**config.mk**
```make
export PLATFORM = sky130hd
export DESIGN_NAME = spi_master_ctrl
export DESIGN_NICKNAME = d
export VERILOG_FILES = /design/src/rtl/spi_master_ctrl.sv
export SDC_FILE = /design/constraint.sdc
export NUM_CORES = 1
export LEC_CHECK = 0
export CORE_ASPECT_RATIO = 1.25
export CORE_MARGIN = 5
export CORE_UTILIZATION = 55
export CTS_BUF_LIST = sky130_fd_sc_hd__clkbuf_8
export DETAILED_ROUTE_END_ITERATION = 16
export GPL_TIMING_DRIVEN = 0
export PLACE_DENSITY = 0.87
export SETUP_SLACK_MARGIN = 0.3
export SLEW_MARGIN = 30
export SYNTH_ARGS = -nofsm -noshare
export SYNTH_HDL_FRONTEND = slang
export SYNTH_SLANG_ARGS = --single-unit
```
**constraint.sdc**
```tcl
create_clock -name clk -period 2.1 [get_ports clk]
set_input_delay 0.315 -clock clk [delete_from_list [all_inputs] [get_ports clk]]
set_output_delay 0.315 -clock clk [all_outputs]
set_load 0.01 [all_outputs]
```
**src/rtl/spi_master_ctrl.sv**
```systemverilog
// SPI master that serialises 10-bit host commands onto SS_n/MOSI on the system clock
// and captures an 8-bit MISO response for read-data commands.
module spi_master_ctrl #(
  parameter int FRAME_BITS = 10,
  parameter int RD_START   = 14,
  parameter int RD_BITS    = 8,
  parameter int GAP_CYCLES = 2
) (
  input  logic                  clk,
  input  logic                  rst_n,
  input  logic                  cmd_valid,
  input  logic [FRAME_BITS-1:0] cmd_data,
  output logic                  cmd_ready,
  output logic [RD_BITS-1:0]    rd_data,
  output logic                  rd_valid,
  output logic                  busy,
  output logic                  SS_n,
  output logic                  MOSI,
  input  logic                  MISO
);

  localparam int KW = $clog2(RD_START + RD_BITS + GAP_CYCLES + 1);

  localparam logic [KW-1:0] K_ONE        = KW'(1);
  localparam logic [KW-1:0] K_SHIFT_LAST = KW'(FRAME_BITS + 1);
  localparam logic [KW-1:0] K_RD_FIRST   = KW'(RD_START);
  localparam logic [KW-1:0] K_RD_LAST    = KW'(RD_START + RD_BITS - 1);
  localparam logic [KW-1:0] K_GAP_LAST   = KW'(GAP_CYCLES - 1);
  localparam logic [1:0]    OP_RD_DATA   = 2'b11;

  typedef enum logic [2:0] {
    IDLE   = 3'd0,
    SEL    = 3'd1,
    CMD    = 3'd2,
    SHIFT  = 3'd3,
    TAIL   = 3'd4,
    RDWAIT = 3'd5,
    READ   = 3'd6,
    GAP    = 3'd7
  } state_t;

  state_t                state_r, state_s;
  logic [KW-1:0]         k_r, k_s;
  logic [KW-1:0]         k_inc_s;
  logic [FRAME_BITS-1:0] sh_r, sh_s;
  logic [1:0]            op_r, op_s;
  logic [RD_BITS-1:0]    rx_r, rx_s;
  logic [RD_BITS-1:0]    rd_data_s;
  logic                  rd_valid_s;
  logic                  ss_n_s;
  logic                  mosi_s;
  logic                  busy_s;
  logic                  cmd_ready_s;

  assign k_inc_s = k_r + K_ONE;

  // Next-state, frame counter and shift-register update.
  always_comb begin
    state_s = state_r;
    k_s     = k_inc_s;
    sh_s    = sh_r;
    op_s    = op_r;
    rx_s    = rx_r;
    case (state_r)
      IDLE: begin
        k_s = '0;
        if (cmd_valid && cmd_ready) begin
          state_s = SEL;
          sh_s    = cmd_data;
          op_s    = cmd_data[FRAME_BITS-1 -: 2];
        end else begin
          state_s = IDLE;
        end
      end
      SEL: begin
        state_s = CMD;
      end
      CMD: begin
        // The select bit and the first SHIFT bit are both cmd_data MSB, so no shift yet.
        state_s = SHIFT;
      end
      SHIFT: begin
        sh_s = {sh_r[FRAME_BITS-2:0], 1'b0};
        if (k_r == K_SHIFT_LAST) begin
          state_s = TAIL;
        end else begin
          state_s = SHIFT;
        end
      end
      TAIL: begin
        if (op_r == OP_RD_DATA) begin
          if (k_inc_s == K_RD_FIRST) begin
            state_s = READ;
          end else begin
            state_s = RDWAIT;
          end
        end else begin
          state_s = GAP;
          k_s     = '0;
        end
      end
      RDWAIT: begin
        if (k_inc_s == K_RD_FIRST) begin
          state_s = READ;
        end else begin
          state_s = RDWAIT;
        end
      end
      READ: begin
        rx_s = {rx_r[RD_BITS-2:0], MISO};
        if (k_r == K_RD_LAST) begin
          state_s = GAP;
          k_s     = '0;
        end else begin
          state_s = READ;
        end
      end
      GAP: begin
        if (k_r == K_GAP_LAST) begin
          state_s = IDLE;
          k_s     = '0;
        end else begin
          state_s = GAP;
        end
      end
      default: begin
        state_s = IDLE;
        k_s     = '0;
      end
    endcase
  end

  // Output values for the upcoming cycle, derived from the next state so the pins are registered.
  always_comb begin
    ss_n_s      = 1'b1;
    mosi_s      = 1'b0;
    busy_s      = 1'b1;
    cmd_ready_s = 1'b0;
    rd_valid_s  = 1'b0;
    rd_data_s   = rd_data;
    case (state_s)
      IDLE: begin
        busy_s      = 1'b0;
        cmd_ready_s = 1'b1;
      end
      GAP: begin
        ss_n_s = 1'b1;
      end
      CMD, SHIFT: begin
        ss_n_s = 1'b0;
        mosi_s = sh_s[FRAME_BITS-1];
      end
      SEL, TAIL, RDWAIT, READ: begin
        ss_n_s = 1'b0;
      end
      default: begin
        ss_n_s = 1'b1;
      end
    endcase
    if ((state_r == READ) && (k_r == K_RD_LAST)) begin
      rd_valid_s = 1'b1;
      rd_data_s  = rx_s;
    end else begin
      rd_valid_s = 1'b0;
    end
  end

  // Control and datapath registers.
  always_ff @(posedge clk or negedge rst_n) begin
    if (!rst_n) begin
      state_r <= IDLE;
      k_r     <= '0;
      sh_r    <= '0;
      op_r    <= 2'b00;
      rx_r    <= '0;
    end else begin
      state_r <= state_s;
      k_r     <= k_s;
      sh_r    <= sh_s;
      op_r    <= op_s;
      rx_r    <= rx_s;
    end
  end

  // Registered host and SPI outputs; reset forces SS_n high immediately.
  always_ff @(posedge clk or negedge rst_n) begin
    if (!rst_n) begin
      SS_n      <= 1'b1;
      MOSI      <= 1'b0;
      cmd_ready <= 1'b1;
      busy      <= 1'b0;
      rd_valid  <= 1'b0;
      rd_data   <= '0;
    end else begin
      SS_n      <= ss_n_s;
      MOSI      <= mosi_s;
      cmd_ready <= cmd_ready_s;
      busy      <= busy_s;
      rd_valid  <= rd_valid_s;
      rd_data   <= rd_data_s;
    end
  end

endmodule

```
==> results.toml, run 1 <==
[routing]
wirelength_um = 3710
drt_iter0_markers = 52
viasPerCell = 5.64
via_count = 1285
drc = 0
ant_nets = 0
dr.pass1.iters = 4
avgRoutedWirePerCell_um = 16.3

[sta]
skew_ns = 0.00618
hold_viol = 0
fmax_mhz = 560
setup_viol = 0
period_minus_slack_ns = 1.79
fin_worst_hold_slack_ns = 0.421
rsz0062_at_grt = "true"
fin_tns_setup_ns = 0
maxSlewViolCount = 0
maxSlewHeadroom_pct = 66.4
worst_pin_slew_ns = 0.499
fin_crit_sh_pct = 85.1

[pwr]
power.net_switching_uw = 978
p_seq_share_pct = 43.3
leakage_nw = 1.07
p_comb_share_pct = 36.8
internal_power_mw = 1.74
clkPwrFrac_pct = 19.9
vdd_drop_max_mv = 0.820
p_per_area_nw_per_um2 = 1190
switching_share_pct = 36.0

[yosys]
synthAdderAreaFrac_pct = 2.08
netlist.area_leader.share_pct = 52.6
synth_top_family_by_area = "simple AND/OR/NAND/NOR gates"
synth_mux_area_share_pct = 10.6
syn_nets = 171
synth_warnings = 0
yosysTopAreaCell = "dfrtp_1"
synth_xor_area_share_pct = 1.45
synth-compound-area-share_pct = 10.7
ys_seq_elements = 40
ys_seq_area_share_pct = 55.5
synth-async-reset-ratio_pct = 100
ys_top_cells_by_area = "dfrtp_1, mux2_2, nand2_1"
yosys.cell_types.count = 42
synthesis.area_um2 = 1810
synth-edff-count = 0
synth_simple_gate_area_share_pct = 16.0
postSynthCellCount = 154
ys.flop_type = "dfrtp_1"
synth_area_per_cell_um2 = 11.7

[layout]
fin_nets = 208
drive_gt1_share_pct = 26.7
final_area_um2 = 2290
num_antenna_cells = 0
final_cells = 228
area_delta_synth_final_pct = 26.6

[clock_network]
cts_buffers = 5
clockBufferDepth = 2
cts_tree = "done"
cts.sinks = 40
clock_latency_ns = 0.30
clk_pin_slew_ns = 0.07
htreeDepth = 2
cts.root.buffer_cell = "clkbuf_8"

[global_route]
grt_util_met3_pct = 6.60
use_met1_pct = 22.0
track_usage_pct = 18.8
grt_max_degree = 32
grt_pass1_vias = 1340
grt_pass1_wl_um = 6210
use_met2_pct = 30.6
antenna_found_initial = 0
grt.busiest_layer = "met2"
overflow = 0

[floorplanning]
placementRows = 23
die_w_um = 61.3
core_area_um2 = 3190
die_h_um = 74.1
start_util_pct = 56.6
ioPinCount = 27
dieArea_um2 = 4540

[worst_setup_path]
cp_top_family = "simple AND/OR/NAND/NOR gates"
crit_buf_inv = 1
crit_chain = "inv_1 > ha_1 > nor4b_2 > nor3_1 > nor3_1 > o311ai_0"
rr_startpoint = "k_r[1]$_DFF_PN0_"
slowest_delay_ns = 0.41
rr_endpoint = "state_r[0]$_DFF_PN0_"
crit_top_cell = "nor3_1"
ff2ff_setup_slack_ns = 0.31
rr_worst_depth = 6
worstSetupPathType = "flip-flop to flip-flop"
cp_max_fo = 5
crit_arrival_ns = 1.92
required_ns = 2.24
cp_slowest_cell = "dfrtp_1"
start_kind = "flip-flop"
critPathCaptureType = "flip-flop"

[placed_design]
io_buffers = 26
postPlaceCellArea_um2 = 2130
dpl.hpwl_um = 2530
place.gp.congestion = 0.844
placed_cells = 218

[min_path]
worstHoldPathType = "input pin to async pin"

[flow_run]
maxCapViolCount = 0

[run_status]
status = "complete, no violations"
## per-stage QoR
step                worst slack, ns  power [mW]  utilization, %
floorplan                     0.438        1.82               -
global placement             -0.146        2.04            66.2
finish                        0.314        2.72            71.6
detailed placement            0.189        2.10            66.6
global route                  0.195        2.90            71.6
CTS                           0.305        2.66            70.6
## sequential cells by signal, indices dropped and copies added, names as in the netlist
signal / count
sh_r: 10
k_r: 5
rx_r: 7
rd_data: 8
op_r: 2
MOSI: 1
state_r: 3
rd_valid: 1
cmd_ready: 1
busy: 1
SS_n: 1
## cell usage after synthesis (2+ instances only)
cell,count
nor3_1,4
buf_2,5
o21ai_0,3
nor2_1,6
and2_1,2
nand2_1,26
mux2_2,17
inv_1,5
a22oi_1,8
and3b_1,2
dfstp_2,2
nand3_1,3
dfrtp_1,38
ha_1,3
a21oi_1,2
xor2_1,2
## per-layer routing
| metal | share of wire [%] | routed length, µm | vias to the layer above |
|---|---|---|---|
| met1 | 39 | 1470 | 632 |
| li1 | - | - | 616 |
| met4 | 2.2 | 80 | 0 |
| met5 | 0 | 0 | - |
| met2 | 54 | 1990 | 26 |
| met3 | 4.7 | 175 | 11 |
## power groups by stage
| stage | clock [mW] | combinational (mW) | sequential, mW |
|---|---|---|---|
| floorplan | 0 | 0.671 | 1.15 |
| global placement | 0 | 0.876 | 1.16 |
| detailed placement | 0 | 0.927 | 1.17 |
| CTS | 0.555 | 0.942 | 1.17 |
| global route | 0.592 | 1.10 | 1.21 |
| finish | 0.542 | 1.00 | 1.18 |
## logic make-up after synthesis
family,Yosys count
compound gates,25
xor+xnor,3
fa+ha+maj,3
buf+inv,13
flops,40
mux,17
simple gates,53
## worst register-to-register path, cell delays in order (launching register included)
cell and delay [ns]:
dfrtp_1 0.41, inv_1 0.10, ha_1 0.17, nor4b_2 0.34, nor3_1 0.12, nor3_1 0.29, o311ai_0 0.21
## what timing repair did
action,CTS,global route
setup endpoints to repair,11,17
setup buffers,2,0
endpoints found under the hold margin,9,0
gates resized for setup,1,8
hold buffers,1,0
pin swaps,1,0
## final cells by class
cell class | count | area (µm²)
Inverter | 5 | 18.8
Buffer | 8 | 48.8
Tap cell | 37 | 46.3
Sequential cell | 40 | 1000
Clock buffer | 7 | 96.3
Fill cell | 224 | 907
Timing Repair Buffer | 30 | 300
Multi-Input combinational cell | 101 | 772
## cell usage in the layout, fill, tap and decap left out, drive strengths merged, types with 2 or more instances in the layout
cell,count
a211o,2
a21oi,2
a22oi,8
a31oi,2
and2,2
and3b,3
buf,11
clkbuf,8
clkdlybuf4s50,25
dfrtp,38
dfstp,2
ha,3
inv,5
mux2,17
nand2,26
nand3,3
nor2,6
nor3,4
o21ai,3
xor2,2
## worst max-delay path by stage
stage | startpoint | to | slack, ns | cells after the start
after CTS | k_r[1]$_DFF_PN0_ | k_r[2]$_DFF_PN0_ | 0.31 | 5
final | k_r[1]$_DFF_PN0_ | state_r[0]$_DFF_PN0_ | 0.31 | 6
after global placement | rst_n | rd_data[1]$_DFFE_PN0P_ | -0.15 | 1
after detailed placement | k_r[1]$_DFF_PN0_ | rd_data[4]$_DFFE_PN0P_ | 0.19 | 5
after floorplan | k_r[1]$_DFF_PN0_ | rd_data[0]$_DFFE_PN0P_ | 0.44 | 5
after global routing | k_r[1]$_DFF_PN0_ | MOSI$_DFF_PN0_ | 0.20 | 6
(Power assumes the default switching activity.)
==> run 2: changes to the inputs <==
- SKIP_CTS_REPAIR_TIMING: not set -> 1
==> results.toml, run 2 (same netlist as run 1, synthesis figures left out) <==
[worst_setup_path]
ff2ff_setup_slack_ns = 0.21
rr_startpoint = "k_r[0]$_DFF_PN0_"
cp_slowest_cell = "dfrtp_2"
crit_chain = "ha_1 > inv_1 > nor4_4 > buf_4 > nor3_1 > o311ai_0"
start_kind = "flip-flop"
required_ns = 2.21
slowest_delay_ns = 0.46
rr_endpoint = "state_r[0]$_DFF_PN0_"
worstSetupPathType = "flip-flop to flip-flop"
critPathCaptureType = "flip-flop"
crit_arrival_ns = 2.00
cp_max_fo = 7
rr_worst_depth = 6

[routing]
wirelength_um = 3950
dr.pass1.iters = 4
drt_iter0_markers = 48
via_count = 1301
viasPerCell = 5.61
avgRoutedWirePerCell_um = 17.0
ant_nets = 0
drc = 0

[layout]
regArea_um2 = 1000
utilization_pct = 73.8
final_common_cell = "dfrtp_1"
area_delta_synth_final_pct = 30.4
layout_common_cells = "dfrtp_1, nand2_1, clkdlybuf4s50_1, mux2_2, a22oi_1"
multi_input_comb_area_um2 = 808
num_antenna_cells = 0
fin_nets = 212
largest-register = "sh_r"
drive_gt1_share_pct = 29.2
largest_reg_flops = 10
top_regs = "sh_r (10), rd_data (8), rx_r (7)"
fill_cells = 215

[global_route]
grt_util_met3_pct = 6.42
grt.busiest_layer = "met2"
grt_max_degree = 32
use_met2_pct = 30.1
use_met1_pct = 21.5
track_usage_pct = 18.4
grt_pass1_wl_um = 6090
antenna_found_initial = 0
overflow = 0
grt_pass1_vias = 1314

[sta]
fin_crit_sh_pct = 90.1
hold_viol = 0
maxSlewViolCount = 0
maxSlewHeadroom_pct = 64.3
fmax_mhz = 529
skew_ns = 0.00287
period_minus_slack_ns = 1.89
rsz0062_at_grt = "true"
fin_tns_setup_ns = 0
setup_viol = 0
worst_pin_slew_ns = 0.529

[pwr]
leakage_nw = 1.10
p_seq_share_pct = 41.9
clkPwrFrac_pct = 18.9
p_per_area_nw_per_um2 = 1210
p_comb_share_pct = 39.1
vdd_drop_max_mv = 0.952
power.net_switching_mw = 1.05
switching_share_pct = 36.9
internal_power_mw = 1.81

[clock_network]
cts_tree = "done"
clockBufferDepth = 2
htreeDepth = 2
cts.sinks = 40
cts_buffers = 5
clock_latency_ns = 0.29
cts.root.buffer_cell = "clkbuf_8"
clk_pin_slew_ns = 0.07

[floorplanning]
core_area_um2 = 3190
die_h_um = 74.1
start_util_pct = 56.6
ioPinCount = 27
dieArea_um2 = 4540
placementRows = 23
die_w_um = 61.3

[placed_design]
place.gp.congestion = 0.844
io_buffers = 26
dpl.hpwl_um = 2530

[min_path]
worstHoldPathType = "input pin to async pin"

[flow_run]
maxCapViolCount = 0

[run_status]
status = "complete, no violations"
==> run 2: cell types whose count changed in the layout (fill, tap and decap cells not counted), sizes merged <==
cell	before	now
buf	11	15
==> run 2: worst max-delay path by stage <==
stage                           startpoint                endpoint  cells past startpoint  slack, ns
final                     k_r[0]$_DFF_PN0_    state_r[0]$_DFF_PN0_                      6       0.21
after floorplan           k_r[1]$_DFF_PN0_  rd_data[0]$_DFFE_PN0P_                      5       0.44
after global placement               rst_n  rd_data[1]$_DFFE_PN0P_                      1      -0.15
after global routing      k_r[1]$_DFF_PN0_    state_r[0]$_DFF_PN0_                      7       0.16
after detailed placement  k_r[1]$_DFF_PN0_  rd_data[4]$_DFFE_PN0P_                      5       0.19
after CTS                 k_r[1]$_DFF_PN0_  rd_data[4]$_DFFE_PN0P_                      5       0.17
==> run 2: per-stage QoR <==
stage	cells	instance area, µm²	setup WS, ns	power [mW]	hold WS, ns
after global placement	217	2110	-0.146	2.04	0.443
final	232	2360	0.209	2.86	0.422
after detailed placement	218	2130	0.189	2.10	0.204
after floorplan	154	1810	0.438	1.82	0.0194
after CTS	225	2220	0.168	2.66	-0.114
after global routing	232	2360	0.158	3.04	0.437
==> run 2: area by class of cell <==
cell class,count,area share [%]
buffer,8,2.02
clock buffer,7,4.09
tap,37,1.96
sequential,40,42.6
timing repair buffer,34,14.2
multi-input combinational,101,34.3
inverter,5,0.797
==> run 2: power by group through the flow <==
stage	Clock (mW)	Sequential (mW)	Combinational, mW
2_1_floorplan	0	1.15	0.671
3_3_place_gp	0	1.16	0.876
3_5_place_dp	0	1.17	0.927
4_1_cts	0.555	1.16	0.939
5_1_grt	0.594	1.23	1.22
6_report	0.542	1.20	1.12
==> run 2: critical path, delay by kind of cell (launching register included) <==
family / cells / cell delay (ns)
flops: 1 / 0.46
simple gates: 2 / 0.38
buf+inv: 2 / 0.33
compound gates: 1 / 0.28
fa+ha+maj: 1 / 0.25
==> run 2: layer usage <==
layer  vias to the layer above  routed length (µm)
li1                        620                   -
met5                         -                   0
met3                        11                 168
met1                       642                1530
met2                        28                2130
met4                         0                 121
